[config.mk]
export PLATFORM = sky130hd
export DESIGN_NAME = gpio_input_capture
export DESIGN_NICKNAME = d
export VERILOG_FILES = /design/src/rtl/gpio_input_capture.sv
export SDC_FILE = /design/constraint.sdc
export NUM_CORES = 1
export LEC_CHECK = 0
export CORE_UTILIZATION = 58
export CTS_BUF_LIST = sky130_fd_sc_hd__clkbuf_16
export CTS_CLUSTER_SIZE = 40
export DETAILED_ROUTE_END_ITERATION = 16
export GPL_TIMING_DRIVEN = 0
export PLACE_DENSITY = 0.85
export SYNTH_ARGS = -nofsm -noshare
export SYNTH_HDL_FRONTEND = slang
export SYNTH_SLANG_ARGS = --single-unit
[constraint.sdc]
create_clock -name clk -period 2.9 [get_ports clk]
set_clock_uncertainty 0.1 [all_clocks]
set_input_delay 0.58 -clock clk [delete_from_list [all_inputs] [get_ports clk]]
set_output_delay 0.58 -clock clk [all_outputs]
set_load 0.01 [all_outputs]
[src/rtl/gpio_input_capture.sv]
// rtl/gpio_input_capture.sv - debounced GPIO input capture with edge-pending interrupt registers
module gpio_input_capture #(
  parameter int WIDTH           = 20,
  parameter int DEBOUNCE_CYCLES = 4
) (
  input  logic             clk,
  input  logic             reset,
  input  logic             read,
  input  logic             write,
  input  logic [31:0]      address,
  input  logic [31:0]      write_data,
  output logic [31:0]      read_data,
  input  logic [WIDTH-1:0] gpio_in,
  output logic             irq
);

  localparam int CW = $clog2(DEBOUNCE_CYCLES + 1);
  localparam logic [CW-1:0] CNT_LAST = CW'(DEBOUNCE_CYCLES - 1);

  localparam logic [1:0] REG_INPUT    = 2'd0;
  localparam logic [1:0] REG_PENDING  = 2'd1;
  localparam logic [1:0] REG_ENABLE   = 2'd2;
  localparam logic [1:0] REG_EDGE_SEL = 2'd3;

  logic [WIDTH-1:0]         s1_q, s1_d;
  logic [WIDTH-1:0]         s2_q, s2_d;
  logic [WIDTH-1:0]         deb_q, deb_d;
  logic [WIDTH-1:0]         deb_prev_q, deb_prev_d;
  logic [WIDTH-1:0][CW-1:0] cnt_q, cnt_d;
  logic [WIDTH-1:0]         pending_q, pending_d;
  logic [WIDTH-1:0]         enable_q, enable_d;
  logic [WIDTH-1:0]         edge_sel_q, edge_sel_d;

  logic [WIDTH-1:0] rise;
  logic [WIDTH-1:0] fall;
  logic [WIDTH-1:0] pend_set;
  logic [WIDTH-1:0] pend_clr;
  logic [WIDTH-1:0] rd_sel;
  logic [1:0]       reg_sel;
  logic             unused_bus_bits;

  assign reg_sel         = address[3:2];
  assign unused_bus_bits = ^{address[31:4], address[1:0], write_data[31:WIDTH]};

  // Two-flop synchronizer and the one-cycle-delayed debounced level for edge detection
  always_comb begin
    s1_d       = gpio_in;
    s2_d       = s1_q;
    deb_prev_d = deb_q;
  end

  // Per-pin debounce: a new level is accepted only after it persists for DEBOUNCE_CYCLES cycles
  always_comb begin
    deb_d = deb_q;
    cnt_d = cnt_q;
    for (int i = 0; i < WIDTH; i++) begin
      if (s2_q[i] == deb_q[i]) begin
        cnt_d[i] = '0;
      end else if (cnt_q[i] == CNT_LAST) begin
        deb_d[i] = s2_q[i];
        cnt_d[i] = '0;
      end else begin
        cnt_d[i] = cnt_q[i] + CW'(1);
      end
    end
  end

  // Edge selection and pending update; a freshly detected edge beats a same-cycle clear
  always_comb begin
    rise      = deb_q & ~deb_prev_q;
    fall      = ~deb_q & deb_prev_q;
    pend_set  = (~edge_sel_q & rise) | (edge_sel_q & fall);
    pend_clr  = (write && reg_sel == REG_PENDING) ? write_data[WIDTH-1:0] : '0;
    pending_d = (pending_q & ~pend_clr) | pend_set;
  end

  // Plain read/write control registers
  always_comb begin
    enable_d   = enable_q;
    edge_sel_d = edge_sel_q;
    if (write && reg_sel == REG_ENABLE) begin
      enable_d = write_data[WIDTH-1:0];
    end
    if (write && reg_sel == REG_EDGE_SEL) begin
      edge_sel_d = write_data[WIDTH-1:0];
    end
  end

  // Combinational read mux, zero when no read is in progress
  always_comb begin
    rd_sel = '0;
    case (reg_sel)
      REG_INPUT:    rd_sel = deb_q;
      REG_PENDING:  rd_sel = pending_q;
      REG_ENABLE:   rd_sel = enable_q;
      REG_EDGE_SEL: rd_sel = edge_sel_q;
      default:      rd_sel = '0;
    endcase
    read_data = read ? {{(32 - WIDTH){1'b0}}, rd_sel} : 32'h0000_0000;
  end

  assign irq = |(pending_q & enable_q);

  // State registers with synchronous active-high reset
  always_ff @(posedge clk) begin
    if (reset) begin
      s1_q       <= '0;
      s2_q       <= '0;
      deb_q      <= '0;
      deb_prev_q <= '0;
      cnt_q      <= '0;
      pending_q  <= '0;
      enable_q   <= '0;
      edge_sel_q <= '0;
    end else begin
      s1_q       <= s1_d;
      s2_q       <= s2_d;
      deb_q      <= deb_d;
      deb_prev_q <= deb_prev_d;
      cnt_q      <= cnt_d;
      pending_q  <= pending_d;
      enable_q   <= enable_d;
      edge_sel_q <= edge_sel_d;
    end
  end

endmodule

### After elaboration in Yosys (flattened, before gate mapping)

Cells that the tools add are included.

| word-level totals | value |
|---|---|
| output and inout port bits | 33 |
| register bits | 200 |
| input port bits | 88 |
| word-level logic and storage cells | 189 |

| operators by class | value |
|---|---|
| bitwise gates (word level) | 32 |
| muxes and demuxes | 3 |
| $add $sub $neg | 20 |
| reductions and logical operators | 45 |
| eq/ne operators | 43 |

Operator list:

| operator | number |
|---|---|
| $and 20x20->20 | 6 |
| $not 20->20 | 4 |
| $pmux 20 s4 | 1 |
| $add 3x1->3 const B | 20 |
| $eq 3x2->1 const B | 20 |
| $reduce_or 3->1 | 20 |
| $mux 20 | 2 |
| $or 20x20->20 | 2 |
| $reduce_and 2->1 | 20 |
| $eq 1x1->1 | 20 |
| $not 1->1 | 20 |
| $reduce_or 20->1 | 1 |
| $eq 2x2->1 const B | 2 |
| $logic_and 1x1->1 | 3 |
| $eq 2x1->1 const B | 1 |
| $logic_not 2->1 | 1 |

### Longest topological paths before layout

| depth | value |
|---|---|
| depth in word-level cells | 6 |
| mapped depth | 6 |
| gate-level depth less buffers | 4 |

### Worst setup path after synthesis

Ideal clock, no wire load.

| timing | value |
|---|---|
| kind | input to output |
| start point | input port address[3] |
| end point | output port read_data[12] |
| slack | 719 ps |
| stages | 4 |
| required time | 2220 ps |
| path buffers | 2 |
| arrival time | 1501 ps |
| path through | buf_6 > buf_8 > mux4_2 > and2_1 |

| between the ends | value |
|---|---|
| word-level cells in the longest chain between the ends | 3 |
| elaborated cells between the ends (all ways) | 6 |
| those cells by class | 3 x eq/ne; 2 x mux; 1 x reduce/logical |

Ends and longest elaborated chain:

| element | line | RTL |
|---|---|---|
| start: declaration | 10 | `input logic [31:0] address,` |
| $eq 2x2->1 (tied with other cells) | 92 | `case (reg_sel)` |
| $pmux 20 s4 (*) | 92 |  |
| $mux 20 (*) | 99 | `read_data = read ? {{(32 - WIDTH){1'b0}}, rd_sel} : 32'h0000_0000;` |
| end: declaration | 12 | `output logic [31:0] read_data,` |

Every way passes the cells marked *; elsewhere a longest branch is shown, timed or not.

### Worst setup path in the final report

| timing | value |
|---|---|
| start point | input port address[2] |
| end point | output port read_data[18] |

Same word-level chain as after synthesis.

==> impl_metrics.py <==
metrics = {
    "timing": {
        "period_needed_ns": 2.77,
        "setup_viol": 0,
        "tns_ns": 0,
        "rsz0062_at_grt": "no",
        "worstMarginPinSlew_ns": 0.661,
        "drv_slew": 0,
        "fin_crit_sh_pct": 95.7,
        "relSlewSlack_pct": 56.0,
        "hold_viol_final": 0,
        "fmax_mhz": 360,
    },
    "global_routing": {
        "grt_start_max_net_pins": 17,
        "grt_pass1_wl_mm": 26.8,
        "grt.overflow.total": 0,
        "antenna_found_initial": 0,
        "grt.total_usage_pct": 24.8,
        "grt_pass1_vias": 5569,
    },
    "clocking": {
        "cts_resized": 0,
        "root_buffer": "clkbuf_16",
        "clkTransAtPathRegs_ns": 0.06,
        "clk_latency_ns": 0.43,
        "h-tree-depth": 4,
        "cts.sinks": 200,
        "cts_tree": "yes",
        "cts_made_buffers": 17,
        "postCtsHoldBufs": 0,
        "cts_setup_buffers": 0,
        "clockBufferDepth": 2,
    },
    "logic_synthesis": {
        "synth_area_leader_cell": "dfxtp_1",
        "synth-edff-count": 0,
        "synthTopCellsByCount": "dfxtp_1 (200), nor2_1 (140), nand2_1 (122), nor2b_1 (60), a21oi_1 (42)",
        "synth_cell_types": 29,
        "seq_area_frac_synth_pct": 50.7,
        "avgSynthCellArea_um2": 9.56,
        "yosysTopAreaCellShare_pct": 50.7,
        "yosys_warnings": 0,
        "synthCells": 827,
        "synthesis.area_um2": 7900,
        "synth_seq_cells": 200,
        "yosys.cell_count.top_type": "dfxtp_1",
        "synth_area_leaders": "dfxtp_1 (51%), nor2_1 (6.6%), ha_1 (6.3%)",
        "ys.flop_type": "dfxtp_1",
        "async_reset_ff_share_pct": 0,
    },
    "hold_path": {
        "hold_depth": 1,
        "worstHoldEndpoint": "cnt_q[36]",
        "hold_class": "reg2reg",
        "hold_path_startpoint": "cnt_q[36]",
    },
    "die": {
        "rows": 42,
        "core-area_um2": 13200,
        "die_w_um": 119,
        "io_pins": 121,
        "dieArea_um2": 14100,
        "initial_utilization_pct": 59.7,
        "die_y_um": 119,
    },
    "placement": {
        "hpwl_mm": 11.4,
        "dp_cells": 1076,
        "io_buffers": 62,
        "globalplace.congestion": 0.834,
        "placed_area_um2": 8780,
    },
    "detailed_routing": {
        "vias": 5840,
        "antenna_left": 0,
        "drc": 0,
        "viasPerCell": 5.28,
        "wl_mm": 16.4,
        "wl_per_cell_um": 14.8,
        "drtIter0Drc": 405,
        "dr.pass1.iters": 5,
    },
    "layout": {
        "layout.nets": 1047,
        "fin_cells": 1106,
        "final_design_area_no_fill_um2": 9330,
        "syn_to_final_growth_pct": 18.0,
        "num_antenna_cells": 0,
        "drive_gt1_share_pct": 8.28,
    },
    "setup_path": {
        "r2r_slack_ns": 1.43,
        "cp_common_cell": "buf_2",
        "critPathSlowestCell": "clkdlybuf4s50_1",
        "startpoint_type": "input port",
        "crit_chain": "buf_2 > buf_2 > mux4_2 > and2_1 > clkdlybuf4s50_1",
        "crit_type": "in2out",
        "cp_max_fo": 10,
        "arrival_ns": 2.09,
        "rr_worst_depth": 4,
        "timing.rr.end": "cnt_q[56]",
        "endpoint_kind": "primary output",
        "r2r-start": "cnt_q[54]",
        "required_ns": 2.22,
        "max_stage_delay_ns": 0.48,
    },
    "job": {
        "maxCapViolCount": 0,
    },
    "power": {
        "power.density_nw_per_um2": 572,
        "vdd_drop_max_mv": 0.369,
        "p_leak_nw": 3.57,
    },
    "outcome": {
        "status": "complete, no violations",
    },
}
[layer usage]
layer | global-route usage, % | vias to the layer above | share of wire (%)
met3 | 5.26 | 25 | 6.5
li1 | - | 2874 | -
met4 | 9.49 | 0 | 2.1
met5 | 0 | - | 0
met1 | 29.8 | 2742 | 41
met2 | 43.3 | 199 | 50
[power breakdown]
group          total [W]  internal [W]  switching, W
logic           0.000302      0.000145      0.000157
registers        0.00283       0.00280     0.0000321
clock network    0.00220       0.00124      0.000966
total            0.00534       0.00418       0.00116
[worst max path at each step]
stage | from | endpoint | slack, ns | depth (start not counted)
finish | address[2] | read_data[18] | 0.13 | 5
global route | address[2] | read_data[13] | 0.09 | 5
CTS | pending_q[13] | irq | 0.03 | 5
detailed placement | address[2] | read_data[18] | 0.16 | 5
global placement | address[2] | read_data[11] | 0.17 | 5
floorplan | address[3] | read_data[12] | 0.72 | 4
[layout make-up]
cell class,count,area [um2]
Timing Repair Buffer,62,623
Buffer,47,285
Clock buffer,17,425
Multi-Input combinational cell,551,3500
Tap cell,176,220
Fill cell,1009,3920
Clock inverter,13,114
Inverter,40,150
Sequential cell,200,4000
[worst max-delay path: cells and delay by family]
family | cells | cell delay, ns
buffers and inverters | 3 | 0.96
and+or+nand+nor | 1 | 0.20
muxes | 1 | 0.36
[kinds of logic after synthesis]
| family | after synthesis | synth area share, % |
|---|---|---|
| AO/OA/AOI/OAI | 71 | 6.08 |
| XOR/XNOR | 20 | 2.22 |
| adder cells (fa/ha/maj) | 40 | 6.33 |
| buffers and inverters | 87 | 5.51 |
| flip-flops | 200 | 50.7 |
| multiplexers | 40 | 8.28 |
| other | 1 | 0.0475 |
| AND/OR/NAND/NOR | 368 | 20.9 |
[registers in the layout, summed over array words and instances, names as in the netlist]
| name | cells |
|---|---|
| deb_prev_d | 20 |
| s1_q | 20 |
| pending_q | 20 |
| enable_q | 20 |
| s2_q | 20 |
| deb_prev_q | 20 |
| edge_sel_q | 20 |
| cnt_q | 60 |
[stage by stage]
step | power [W] | setup WS (ns) | util, % | hold WS (ns)
floorplan | 0.00306 | 0.719 | - | 0.299
global placement | 0.00318 | 0.167 | 66.3 | 0.308
global route | 0.00550 | 0.0858 | 70.4 | 0.334
CTS | 0.00535 | 0.0260 | 70.4 | 0.320
detailed placement | 0.00319 | 0.157 | 66.3 | 0.311
finish | 0.00534 | 0.126 | 70.4 | 0.318
[cells in the final DEF, fill, tap and decap left out, drive strengths merged]
cell,netlist,layout
a22oi,2,2
and3,2,2
dfxtp,200,200
or3,20,20
clkinvlp,0,2
clkinv,0,9
dlymetal6s2s,0,1
a22o,4,4
nor2b,60,60
bufinv,0,2
mux4,20,20
inv,40,40
a221oi,23,23
or2,1,1
and2,20,20
clkbuf,19,36
nor2,140,140
a21oi,42,42
xnor2,20,20
nand4,1,1
and3b,1,1
nand2,122,122
buf,28,28
mux2i,20,20
clkdlybuf4s50,0,61
nand3,1,1
conb,1,12
ha,40,40
(Power assumes the default switching activity.)
==> RTL change, RTL diff (config.mk and constraints unchanged) <==
`WIDTH`: 20 -> 28.
--- a/src/rtl/gpio_input_capture.sv
+++ b/src/rtl/gpio_input_capture.sv
@@ -1,6 +1,6 @@
 // rtl/gpio_input_capture.sv - debounced GPIO input capture with edge-pending interrupt registers
 module gpio_input_capture #(
-  parameter int WIDTH           = 20,
+  parameter int WIDTH           = 28,
   parameter int DEBOUNCE_CYCLES = 4
 ) (
   input  logic             clk,
Interface: changed (resized gpio_in); port bits go from 121 to 129. No check against the original RTL was run, so the function may have changed too.
==> RTL change against the original RTL <==
  * Worst setup slack worse by 0.061 ns
  * Synthesized area is 39% higher
  * Routed wire length increased by 49%
  * Cell area rose by 40%
  * Power up 43%
  * Clock power grew 46%
  * Sequential cell count is 80 higher
  * Combinational power increased by 39%
  * Critical path depth increased by 1
  * Critical path type unchanged
==> RTL change: results (changes against the original RTL) <==
outcome:
  status: "finished, final reports clean"
place:
  port_buffers: 88  # +42%
  place_area_mm2: 0.0122  # +39%
  globalplace.congestion: 0.890  # +6.7%
  preCtsSetupSlack_ns: -0.446  # -0.603 ns
  hpwl_um: 16800  # +48%
cells_and_area:
  layout.nets: 1414  # +35%
  buf_share_pct: 9.31  # -0.43 points
  clk_share_pct: 6.30  # +0.52 points
  final_cell_area_mm2: 0.0130  # +40%
  layout-drive-gt1-share_pct: 7.49  # -0.79 points
  multi_input_area_share_pct: 36.8  # -0.78 points
  multi_input_cells: 728  # +32%
  n_fill_cell: 1328  # +32%
  sh_seq_area_pct: 43.0  # +0.048 points
  num-nonclk-inverters: 84  # +110%
  n_all_buffers: 140  # +28%
  largest_reg_flops: 84  # +40%
  top_register: "cnt_q"
  fin_cells: 1511  # +37%
  nClkBuffers: 29  # +12
pwr:
  vdd_drop_max_v: 0.000511  # +39%
  leakage_uw: 0.00502  # +40%
sta:
  hold_violations: 0  # unchanged
  relSlewSlack_pct: 54.3  # -1.7 points
  fmax_mhz: 353  # -2.1%
detailed_routing:
  m1WireLength_um: 9780  # +45%
  met3_length_um: 2240  # +110%
  vias_per_cell: 5.50  # +4.2%
  wl_met2_um: 11500  # +40%
  first_iter_violations: 618  # +53%
  top_layer: "met5"
  dr.pass1.iters: 6  # +1
synth:
  netlist-cell-type-count: 29  # unchanged
  synthTopCellsByArea: "dfxtp_1 51%, ha_1 6.4%, mux4_2 5.7%"
  synth_cells: 1139  # +38%
  synth_seq_area_share_pct: 51.0  # +0.34 points
  synthTopCellsByCount: "280 x dfxtp_1, 141 x nand2_1, 140 x nor2_1"
setup_path:
  startpoint: "address[2]"
  crit_end: "read_data[16]"
  reg2reg_slack_ns: 1.47  # +0.04 ns
  reg2reg_from: "cnt_q[75]$_SDFF_PP0_"
  crit_arrival_ns: 2.16  # +0.07 ns
  r2r-end: "cnt_q[75]$_SDFF_PP0_"
grt:
  grt_max_degree: 14  # -3
  grt_pass1_vias: 7930  # +42%
  use_met1_pct: 31.3  # +1.5 points
  grt_pass1_wl_um: 38900  # +45%
  grt_use_total_pct: 25.1  # +0.24 points
  grt_util_met3_pct: 5.99  # +0.73 points
  groute.layer.met2.usage_pct: 41.7  # -1.6 points
  antenna_found_initial: 1  # +1
clock_network:
  cts.path.max_buffers: 3  # +1
  cts_made_buffers: 28  # +11
  cts_resized: 11  # +11
  insertion_delay_ns: 0.53  # +0.10 ns
  cts_num_sinks: 280  # +40%
  cts_max_level: 1  # -3
## RTL change: cell count changes after synthesis, moves of 24 or more
cell,change
nand3b_1,+28
inv_1,+44
o21ai_0,+28
a31oi_1,+28
nor2b_1,+24
dfxtp_1,+80
## RTL change: critical path, stage by stage
cell and delay, ns:
clkdlybuf4s18_2 0.27, buf_8 0.15, buf_6 0.16, mux4_2 0.33, and2_1 0.18, clkdlybuf4s50_1 0.48
## RTL change: kinds of logic (layout without fill, tap and decap cells)
group | after synthesis | in the layout | synth area share, %
multiplexers | 56 | 56 | 8.29
buffers and inverters | 134 | 274 | 5.51
XOR/XNOR | 28 | 28 | 2.23
adder cells (fa/ha/maj) | 56 | 56 | 6.38
AND/OR/NAND/NOR | 458 | 458 | 20.2
flip-flops | 280 | 280 | 51.0
other | 1 | 4 | 0.0341
AO/OA/AOI/OAI | 126 | 126 | 6.38
## RTL change: worst min path at each step
stage | from | depth (start not counted) | slack, ns | endpoint
final | cnt_q[63]$_SDFF_PP0_ | 1 | 0.32 | cnt_q[63]$_SDFF_PP0_
after global placement | cnt_q[6]$_SDFF_PP0_ | 1 | 0.31 | cnt_q[6]$_SDFF_PP0_
after floorplan | cnt_q[0]$_SDFF_PP0_ | 1 | 0.30 | cnt_q[0]$_SDFF_PP0_
after detailed placement | cnt_q[81]$_SDFF_PP0_ | 1 | 0.31 | cnt_q[81]$_SDFF_PP0_
after CTS | cnt_q[57]$_SDFF_PP0_ | 1 | 0.32 | cnt_q[57]$_SDFF_PP0_
after global routing | cnt_q[48]$_SDFF_PP0_ | 1 | 0.34 | cnt_q[48]$_SDFF_PP0_
## RTL change: power by group
group | switching [uW] | internal, uW
registers | 47.2 | 3920
clock network | 1430 | 1790
logic | 223 | 198
total | 1700 | 5910
